==> config.mk <==
export PLATFORM = sky130hd
export DESIGN_NAME = skew_delay_array_flat
export DESIGN_NICKNAME = d
export VERILOG_FILES = /design/src/rtl/skew_delay_pkg.sv /design/src/rtl/skew_delay_array_if.sv /design/src/rtl/skew_delay_array_delay_chain.sv /design/src/rtl/skew_delay_array.sv /design/src/flat_wrapper.sv
export SDC_FILE = /design/constraint.sdc
export NUM_CORES = 1
export LEC_CHECK = 0
export BUFFER_PORTS_ARGS = -buffer_cell sky130_fd_sc_hd__buf_2
export CORE_ASPECT_RATIO = 1.1
export CORE_MARGIN = 3
export CORE_UTILIZATION = 37
export CTS_BUF_LIST = sky130_fd_sc_hd__clkbuf_8 sky130_fd_sc_hd__clkbuf_16
export DETAILED_ROUTE_END_ITERATION = 8
export PLACE_DENSITY = 0.63
export SLEW_MARGIN = 25
export SYNTH_ARGS = -nofsm -noshare
export SYNTH_HDL_FRONTEND = slang
export SYNTH_SLANG_ARGS = --single-unit
==> constraint.sdc <==
create_clock -name clk -period 1.3 [get_ports clk]
set_input_delay 0.13 -clock clk [delete_from_list [all_inputs] [get_ports clk]]
set_output_delay 0.13 -clock clk [all_outputs]
set_load 0.03 [all_outputs]
==> src/rtl/skew_delay_pkg.sv <==
// Shared types and delay-profile helpers for the operand skew/deskew delay array.
// Channel delays form a triangular profile: rising for SKEW, falling for DESKEW.
package skew_delay_pkg;

    typedef enum logic {
        SKEW   = 1'b0,
        DESKEW = 1'b1
    } skew_mode_e;

    function automatic int chan_delay(input int c, input int ch, input int base, input int mode);
        if (mode == int'(DESKEW)) begin
            return base + (ch - 1 - c);
        end
        return base + c;
    endfunction

    function automatic int total_stages(input int ch, input int base);
        return ch * base + (ch * (ch - 1)) / 2;
    endfunction

    function automatic int sum_delays(input int ch, input int base, input int mode);
        int acc;
        acc = 0;
        for (int c = 0; c < ch; c++) begin
            acc += chan_delay(c, ch, base, mode);
        end
        return acc;
    endfunction

endpackage

==> src/rtl/skew_delay_array_if.sv <==
// Operand-edge bus of the delay array: per-channel valid bits plus packed channel data.
interface skew_delay_array_if #(
    parameter int CH  = 4,
    parameter int D_W = 8
);
    logic [CH-1:0]     in_valid;
    logic [CH*D_W-1:0] in_data;
    logic [CH-1:0]     out_valid;
    logic [CH*D_W-1:0] out_data;

    modport master (
        output in_valid,
        output in_data,
        input  out_valid,
        input  out_data
    );

    modport slave (
        input  in_valid,
        input  in_data,
        output out_valid,
        output out_data
    );
endinterface

==> src/rtl/skew_delay_array_delay_chain.sv <==
// Single-channel shift chain of DEPTH {valid, data} registers; valid is the MSB of each word.
// busy reports whether any stage currently holds a valid beat.
module delay_chain #(
    parameter int W     = 9,
    parameter int DEPTH = 1
) (
    input  logic         clk,
    input  logic         rst,
    input  logic         en,
    input  logic         flush,
    input  logic [W-1:0] d,
    output logic [W-1:0] q,
    output logic         busy
);

    logic [DEPTH-1:0] vld;

    genvar gi;
    generate
        for (gi = 0; gi < DEPTH; gi++) begin : g_stage
            logic [W-1:0] stage_reg;
            logic [W-1:0] stage_next;

            if (gi == 0) begin : g_head
                assign stage_next = d;
            end else begin : g_link
                assign stage_next = g_stage[gi-1].stage_reg;
            end

            // Flush wins over a stalled enable so in-flight beats can always be dropped.
            always_ff @(posedge clk or negedge rst) begin
                if (!rst) begin
                    stage_reg <= '0;
                end else if (flush) begin
                    stage_reg <= '0;
                end else if (en) begin
                    stage_reg <= stage_next;
                end
            end

            assign vld[gi] = stage_reg[W-1];
        end
    endgenerate

    assign q    = g_stage[DEPTH-1].stage_reg;
    assign busy = |vld;

endmodule

==> src/rtl/skew_delay_array.sv <==
// Multi-channel triangular delay line placed at the systolic-array edges.
// Each channel is an independent delay_chain; only en and flush are shared.
module skew_delay_array
    import skew_delay_pkg::*;
#(
    parameter int D_W  = 8,
    parameter int CH   = 4,
    parameter int BASE = 1,
    parameter int MODE = 0
) (
    input  logic                 clk,
    input  logic                 rst,
    input  logic                 en,
    input  logic                 flush,
    skew_delay_array_if.slave    bus,
    output logic                 idle
);

    localparam int TOTAL_STAGES = total_stages(CH, BASE);

    generate
        if (BASE < 1) begin : g_bad_base
            $error("skew_delay_array: BASE must be at least 1");
        end
        if (sum_delays(CH, BASE, MODE) != TOTAL_STAGES) begin : g_bad_profile
            $error("skew_delay_array: channel delays do not sum to the stage count");
        end
    endgenerate

    logic [CH-1:0] busy_w;

    genvar gi;
    generate
        for (gi = 0; gi < CH; gi++) begin : g_chan
            logic [D_W:0] d_w;
            logic [D_W:0] q_w;

            assign d_w = {bus.in_valid[gi], bus.in_data[gi*D_W +: D_W]};

            delay_chain #(
                .W     (D_W + 1),
                .DEPTH (chan_delay(gi, CH, BASE, MODE))
            ) u_chain (
                .clk   (clk),
                .rst   (rst),
                .en    (en),
                .flush (flush),
                .d     (d_w),
                .q     (q_w),
                .busy  (busy_w[gi])
            );

            assign bus.out_valid[gi]            = q_w[D_W];
            assign bus.out_data[gi*D_W +: D_W]  = q_w[D_W-1:0];
        end
    endgenerate

    assign idle = ~|busy_w;

endmodule
==> src/flat_wrapper.sv <==
// flat-port wrapper written by rule: the top's interface ports become plain ports
module skew_delay_array_flat import skew_delay_pkg::*;
#(
    parameter int D_W  = 8,
    parameter int CH   = 4,
    parameter int BASE = 1,
    parameter int MODE = 0
)
  (clk, rst, en, flush, idle, bus_in_valid, bus_in_data, bus_out_valid, bus_out_data);
  skew_delay_array_if #(.CH(CH), .D_W(D_W)) bus_i ();
  input  logic clk;
  input  logic rst;
  input  logic en;
  input  logic flush;
  output logic idle;
  input wire logic [$bits(bus_i.in_valid)-1:0] bus_in_valid;
  input wire logic [$bits(bus_i.in_data)-1:0] bus_in_data;
  output wire logic [$bits(bus_i.out_valid)-1:0] bus_out_valid;
  output wire logic [$bits(bus_i.out_data)-1:0] bus_out_data;
  assign bus_i.in_valid = bus_in_valid;
  assign bus_i.in_data = bus_in_data;
  assign bus_out_valid = bus_i.out_valid;
  assign bus_out_data = bus_i.out_data;
  skew_delay_array #(.D_W(D_W), .CH(CH), .BASE(BASE), .MODE(MODE)) u_core (.clk(clk), .rst(rst), .en(en), .flush(flush), .bus(bus_i), .idle(idle));
endmodule
==> out/summary.txt, run 1 <==
Area Overhead vs Synth -> 24.95%
dpl cells -> 483
initial core utilization -> 38.50%
register area share after synthesis -> 61.94%
iteration count of the initial detailed-routing pass -> 3
Slew HR -> 74.86%
crit path time final -> 1.801 ns
Top-Level Pins -> 77
Max IR drop VDD -> 597.7 uV
Crit Path Max Fanout -> 2
worst setup path class -> register to primary output
required time of the critical path -> 1.17 ns
Remaining Overflow, GRT -> 0
Post-Syn Area -> 3636 sq um
kind of end point of the critical path -> primary output
core area -> 9444 sq um
FP Rows -> 37
CTS root buffer -> clkbuf_8
fin crit share -> 138.5%
clk sinks -> 90
Hold Path Class -> input port to register
CTS tree -> yes
R2R cell count -> 3
Synth area leaders -> dfrtp_1 (62%), mux2i_1 (25%), nor2_1 (9.3%)
Max Clock Skew -> 0.006694 ns
failing checks -> setup timing
layout net count -> 418
first-pass GRT wire length -> 10860 microns
layout cells sized above 1 -> 29.77%
Mean Syn Cell Area -> 12.37 sq um
cells after synthesis -> 294
DIE AREA -> 11050 sq um
Routed WL -> 6677 microns
Die Y -> 110.0 microns
GRT Total Usage -> 12.44%
Non-Filler Instances -> 500
top cell type's share of synthesized area -> 61.94%
Antenna Cells -> 0
H-tree Lvls -> 3
Yosys top cell by area -> dfrtp_1
Synth Warn # -> 0
register bit total from synthesis -> 90
final core utilization -> 48.11%
Syn Nets -> 334
CTS Buffer Depth -> 2
post-route ant nets -> 0
Critical Path AT -> 1.67 ns
via count -> 2337
Initial DRC Count -> 48
Finished Cell Area -> 4543 sq um
Clk Latency, worst-skew pair -> 0.34 ns
pwr dens -> 1251 nW/um^2
Synth cell types -> 9
PortBufs -> 76
initial antenna violation count -> 0
dpl cell area -> 4298 sq um
Startpoint Class -> register
vias in the first global route -> 2238
max FFs per register -> 54
Worst-Margin Slew -> 0.3771 ns
clk slew on worst S/H paths -> 0.09 ns
outcome -> finished with violations
Pleak -> 0.002512 uW
Max Cap Viol -> 0
setup TNS -> -0.5011 ns
GPL Wtd Cong -> 0.7225
fin worst setup slack -> -0.5011 ns
Cells on Worst Hold Path -> 3
vias per cell -> 4.674
dpl hpwl -> 4544 microns
Die Span X -> 100.5 microns
RSZ-0062 raised after global routing -> yes
CTS Buf Count -> 9
DRC Markers -> 0
largest net degree at the start of global routing -> 91
Fin. Hold Viols -> 0
Slew Viols, Final -> 0
Final Setup Violations -> 1
drt wl/cell -> 13.35 microns
Max Clk Rate -> 555.2 MHz
## routing by layer
metal | vias to the layer above | track usage (%) | wire length (microns)
met1 | 1134 | 15.84 | 3060
met3 | 9 | 4.216 | 457
met2 | 52 | 19.32 | 3063
met4 | 0 | 5.486 | 95
li1 | 1142 | - | -
met5 | - | 0 | 0
## worst max-delay path: stages (launching register included)
cell and delay, ns:
dfrtp_1 0.38, or4_4 0.55, nor4_4 0.23, buf_6 0.16
## cell usage in the layout (no fill, tap or decap)
| cell type | count |
|---|---|
| or4_4 | 2 |
| dlygate4sd3_1 | 1 |
| dfrtp_2 | 3 |
| buf_2 | 73 |
| dfrtp_1 | 87 |
| bufinv_16 | 2 |
| buf_4 | 11 |
| buf_12 | 8 |
| nor4_4 | 1 |
| clkinv_4 | 1 |
| buf_6 | 1 |
| clkinv_2 | 1 |
| nor2_1 | 90 |
| inv_1 | 1 |
| clkbuf_8 | 11 |
| mux2i_1 | 90 |
## power breakdown
group	switching, uW	internal, uW
Sequential	55.4	2900
Clock	923	1180
Combinational	350	276
Total	1330	4360
## worst paths after layout
kind / to / slack, ns / startpoint
hold / removal: u_core.g_chan[3].u_chain.g_stage[0].stage_reg[7] / 0.03 / bus_in_data[31]
max in group asynchronous: u_core.g_chan[3].u_chain.g_stage[0].stage_reg[1] / 0.56 / rst
min in group asynchronous: u_core.g_chan[3].u_chain.g_stage[0].stage_reg[0] / 0.25 / rst
hold reg to reg: u_core.g_chan[1].u_chain.q[4] / 0.52 / u_core.g_chan[1].u_chain.q[4]
setup reg to reg: u_core.g_chan[2].u_chain.q[8] / 0.46 / u_core.g_chan[2].u_chain.q[8]
setup / recovery: idle / -0.50 / u_core.g_chan[3].u_chain.g_stage[0].stage_reg[8]
## layout make-up
cell class                      instances  area [sq um]
Fill cell                             886          4901
Sequential cell                        90          2256
Multi-Input combinational cell        183          1282
Timing Repair Buffer                   94         629.4
Clock buffer                           11         151.4
Tap cell                              117         146.4
Clock inverter                          5         77.57
## metrics by stage
stage          hold slack (ns)  total power, uW  setup slack [ns]
4_1_cts               0.005620             5790           -0.5422
3_5_place_dp           0.06812             3640           -0.1689
3_3_place_gp           0.06905             3628           -0.1689
5_1_grt               0.009840             5957           -0.5939
2_1_floorplan          -0.1656             3383           -0.1767
6_report               0.02648             5684           -0.5011
## cells in the mapped netlist (all sizes together)
cell / instances
buf: 12
clkbuf: 9
dfrtp: 90
mux2i: 90
nor2: 90
nor4: 1
or4: 2
## cells by family after synthesis
kind of cell / synth area share [%]
multiplexers: 24.78
buffers and inverters: 3.234
AND/OR/NAND/NOR: 10.05
flip-flops: 61.94
## what timing repair did
item,4_1_cts,5_1_grt
gates cloned,0,0
setup buffers,0,0
endpoints found under the setup margin,1,1
resized for setup,1,1
hold buffers,1,0
endpoints found under the hold margin,55,0
Note: power is estimated with default switching activity, not from simulation.
==> inputs of run 2 (changes only) <==
--- a/config.mk
+++ b/config.mk
@@ -9,7 +9,7 @@
 export CORE_ASPECT_RATIO = 1.1
 export CORE_MARGIN = 3
 export CORE_UTILIZATION = 37
-export CTS_BUF_LIST = sky130_fd_sc_hd__clkbuf_8 sky130_fd_sc_hd__clkbuf_16
+export CTS_BUF_LIST = sky130_fd_sc_hd__clkbuf_4 sky130_fd_sc_hd__clkbuf_8
 export DETAILED_ROUTE_END_ITERATION = 8
 export PLACE_DENSITY = 0.63
 export SLEW_MARGIN = 25
==> out/summary.txt, run 2 (synthesis results as in run 1) <==
Max Cap Viol -> 0
Top-Level Pins -> 77
RSZ-0062 raised after global routing -> yes
r2r startpoint -> u_core.g_chan[2].u_chain.q[8]
initial antenna violation count -> 0
DRT met1 WL -> 3047 microns
Slew Viols, Final -> 0
GPL Wtd Cong -> 0.7225
via count -> 2338
met2 wire length -> 3086 microns
max FFs per register -> 54
Crit Path Max Fanout -> 2
Fin. Hold Viols -> 0
reg-to-reg slack, setup -> 0.46 ns
Clk Latency, worst-skew pair -> 0.34 ns
Worst-Margin Slew -> 0.3771 ns
worst setup path class -> register to primary output
vias per cell -> 4.676
commonest cells after routing, fill and taps aside -> mux2i_1 (90), nor2_1 (90), dfrtp_1 (87), buf_2 (73)
dpl hpwl -> 4544 microns
WL met3 -> 455 microns
Final Setup Violations -> 1
CTS Buffer Depth -> 2
CTS Buf Count -> 9
Finished Cell Area -> 4547 sq um
Max Clk Rate -> 555.3 MHz
fill cell count -> 887
R2R cell count -> 3
setup TNS -> -0.5008 ns
final core utilization -> 48.15%
core area -> 9444 sq um
layout cells sized above 1 -> 30.03%
fin worst setup slack -> -0.5008 ns
failing checks -> setup timing
iteration count of the initial detailed-routing pass -> 3
vias in the first global route -> 2242
clk slew on worst S/H paths -> 0.09 ns
post-route ant nets -> 0
H-tree Lvls -> 3
Remaining Overflow, GRT -> 0
FP Rows -> 37
layout net count -> 418
Max IR drop VDD -> 597.5 uV
GRT Total Usage -> 12.45%
Area Overhead vs Synth -> 25.05%
Max Clock Skew -> 0.006151 ns
postcts setup bufs -> 0
CTS tree -> yes
kind of end point of the critical path -> primary output
Die Y -> 110.0 microns
Die Span X -> 100.5 microns
Pleak -> 0.002511 uW
outcome -> finished with violations
first-pass GRT wire length -> 10880 microns
Hold Path Class -> input port to register
fin crit share -> 138.5%
R2R Path End -> u_core.g_chan[2].u_chain.q[8]
PortBufs -> 76
dpl cell area -> 4298 sq um
initial core utilization -> 38.50%
CTS root buffer -> clkbuf_8
required time of the critical path -> 1.17 ns
Antenna Cells -> 0
largest net degree at the start of global routing -> 91
Startpoint Class -> register
clk sinks -> 90
crit path time final -> 1.801 ns
critical path capture point -> idle
DIE AREA -> 11050 sq um
Initial DRC Count -> 49
Critical Path Source -> u_core.g_chan[3].u_chain.g_stage[0].stage_reg[8]
Routed WL -> 6677 microns
pwr dens -> 1256 nW/um^2
Slew HR -> 74.86%
DRC Markers -> 0
Critical Path AT -> 1.67 ns
drt wl/cell -> 13.35 microns
DR top layer -> met4
run 2: report_power, final:
group / switching (uW) / internal [uW]
combinational: 350 / 276
clock: 921 / 1210
sequential: 55.5 / 2900
run 2: worst max-delay path, stage by stage (launching register included):
cell and delay [ns]:
dfrtp_1 0.38, or4_4 0.55, nor4_4 0.23, buf_6 0.16
run 2: per-layer routing:
metal / up-vias / global-route usage [%]
met5: - / 0
met4: 0 / 5.486
met3: 8 / 4.216
met2: 51 / 19.41
met1: 1137 / 15.80
li1: 1142 / -
run 2: worst min path at each step:
stage                     depth (start not counted)  slack, ns             from                                                to
after floorplan                                   0      -0.17              rst                     u_core.g_chan[0].u_chain.q[0]
after CTS                                         3      0.006  bus_in_data[21]  u_core.g_chan[2].u_chain.g_stage[0].stage_reg[5]
final                                             3       0.03  bus_in_data[31]  u_core.g_chan[3].u_chain.g_stage[0].stage_reg[7]
after global placement                            1       0.07              rst  u_core.g_chan[3].u_chain.g_stage[2].stage_reg[0]
after detailed placement                          1       0.07              rst                     u_core.g_chan[3].u_chain.q[0]
after global routing                              3       0.01  bus_in_valid[0]                     u_core.g_chan[0].u_chain.q[8]
run 2: through the flow:
step	std cells	total power [uW]	setup WS [ns]	hold WS [ns]
floorplan	294	3383	-0.1767	-0.1656
global placement	483	3628	-0.1689	0.06905
detailed placement	483	3640	-0.1689	0.06812
CTS	500	5816	-0.5422	0.005620
global route	500	5987	-0.5939	0.009840
finish	500	5711	-0.5008	0.02677
run 2: area by class of cell:
cell class | instances | area (sq um) | area share, %
flip-flops and latches | 90 | 2256 | 49.61
well taps | 117 | 146.4 | 3.220
repair buffers | 94 | 629.4 | 13.84
clock buffers | 12 | 158.9 | 3.495
multi-input cells | 183 | 1282 | 28.21
clock inverters | 4 | 73.82 | 1.624
run 2: repair_timing:
item	in CTS	in global routing
hold endpoints to repair	55	0
hold buffers	1	0
gates resized for setup	1	1
endpoints found under the setup margin	1	1
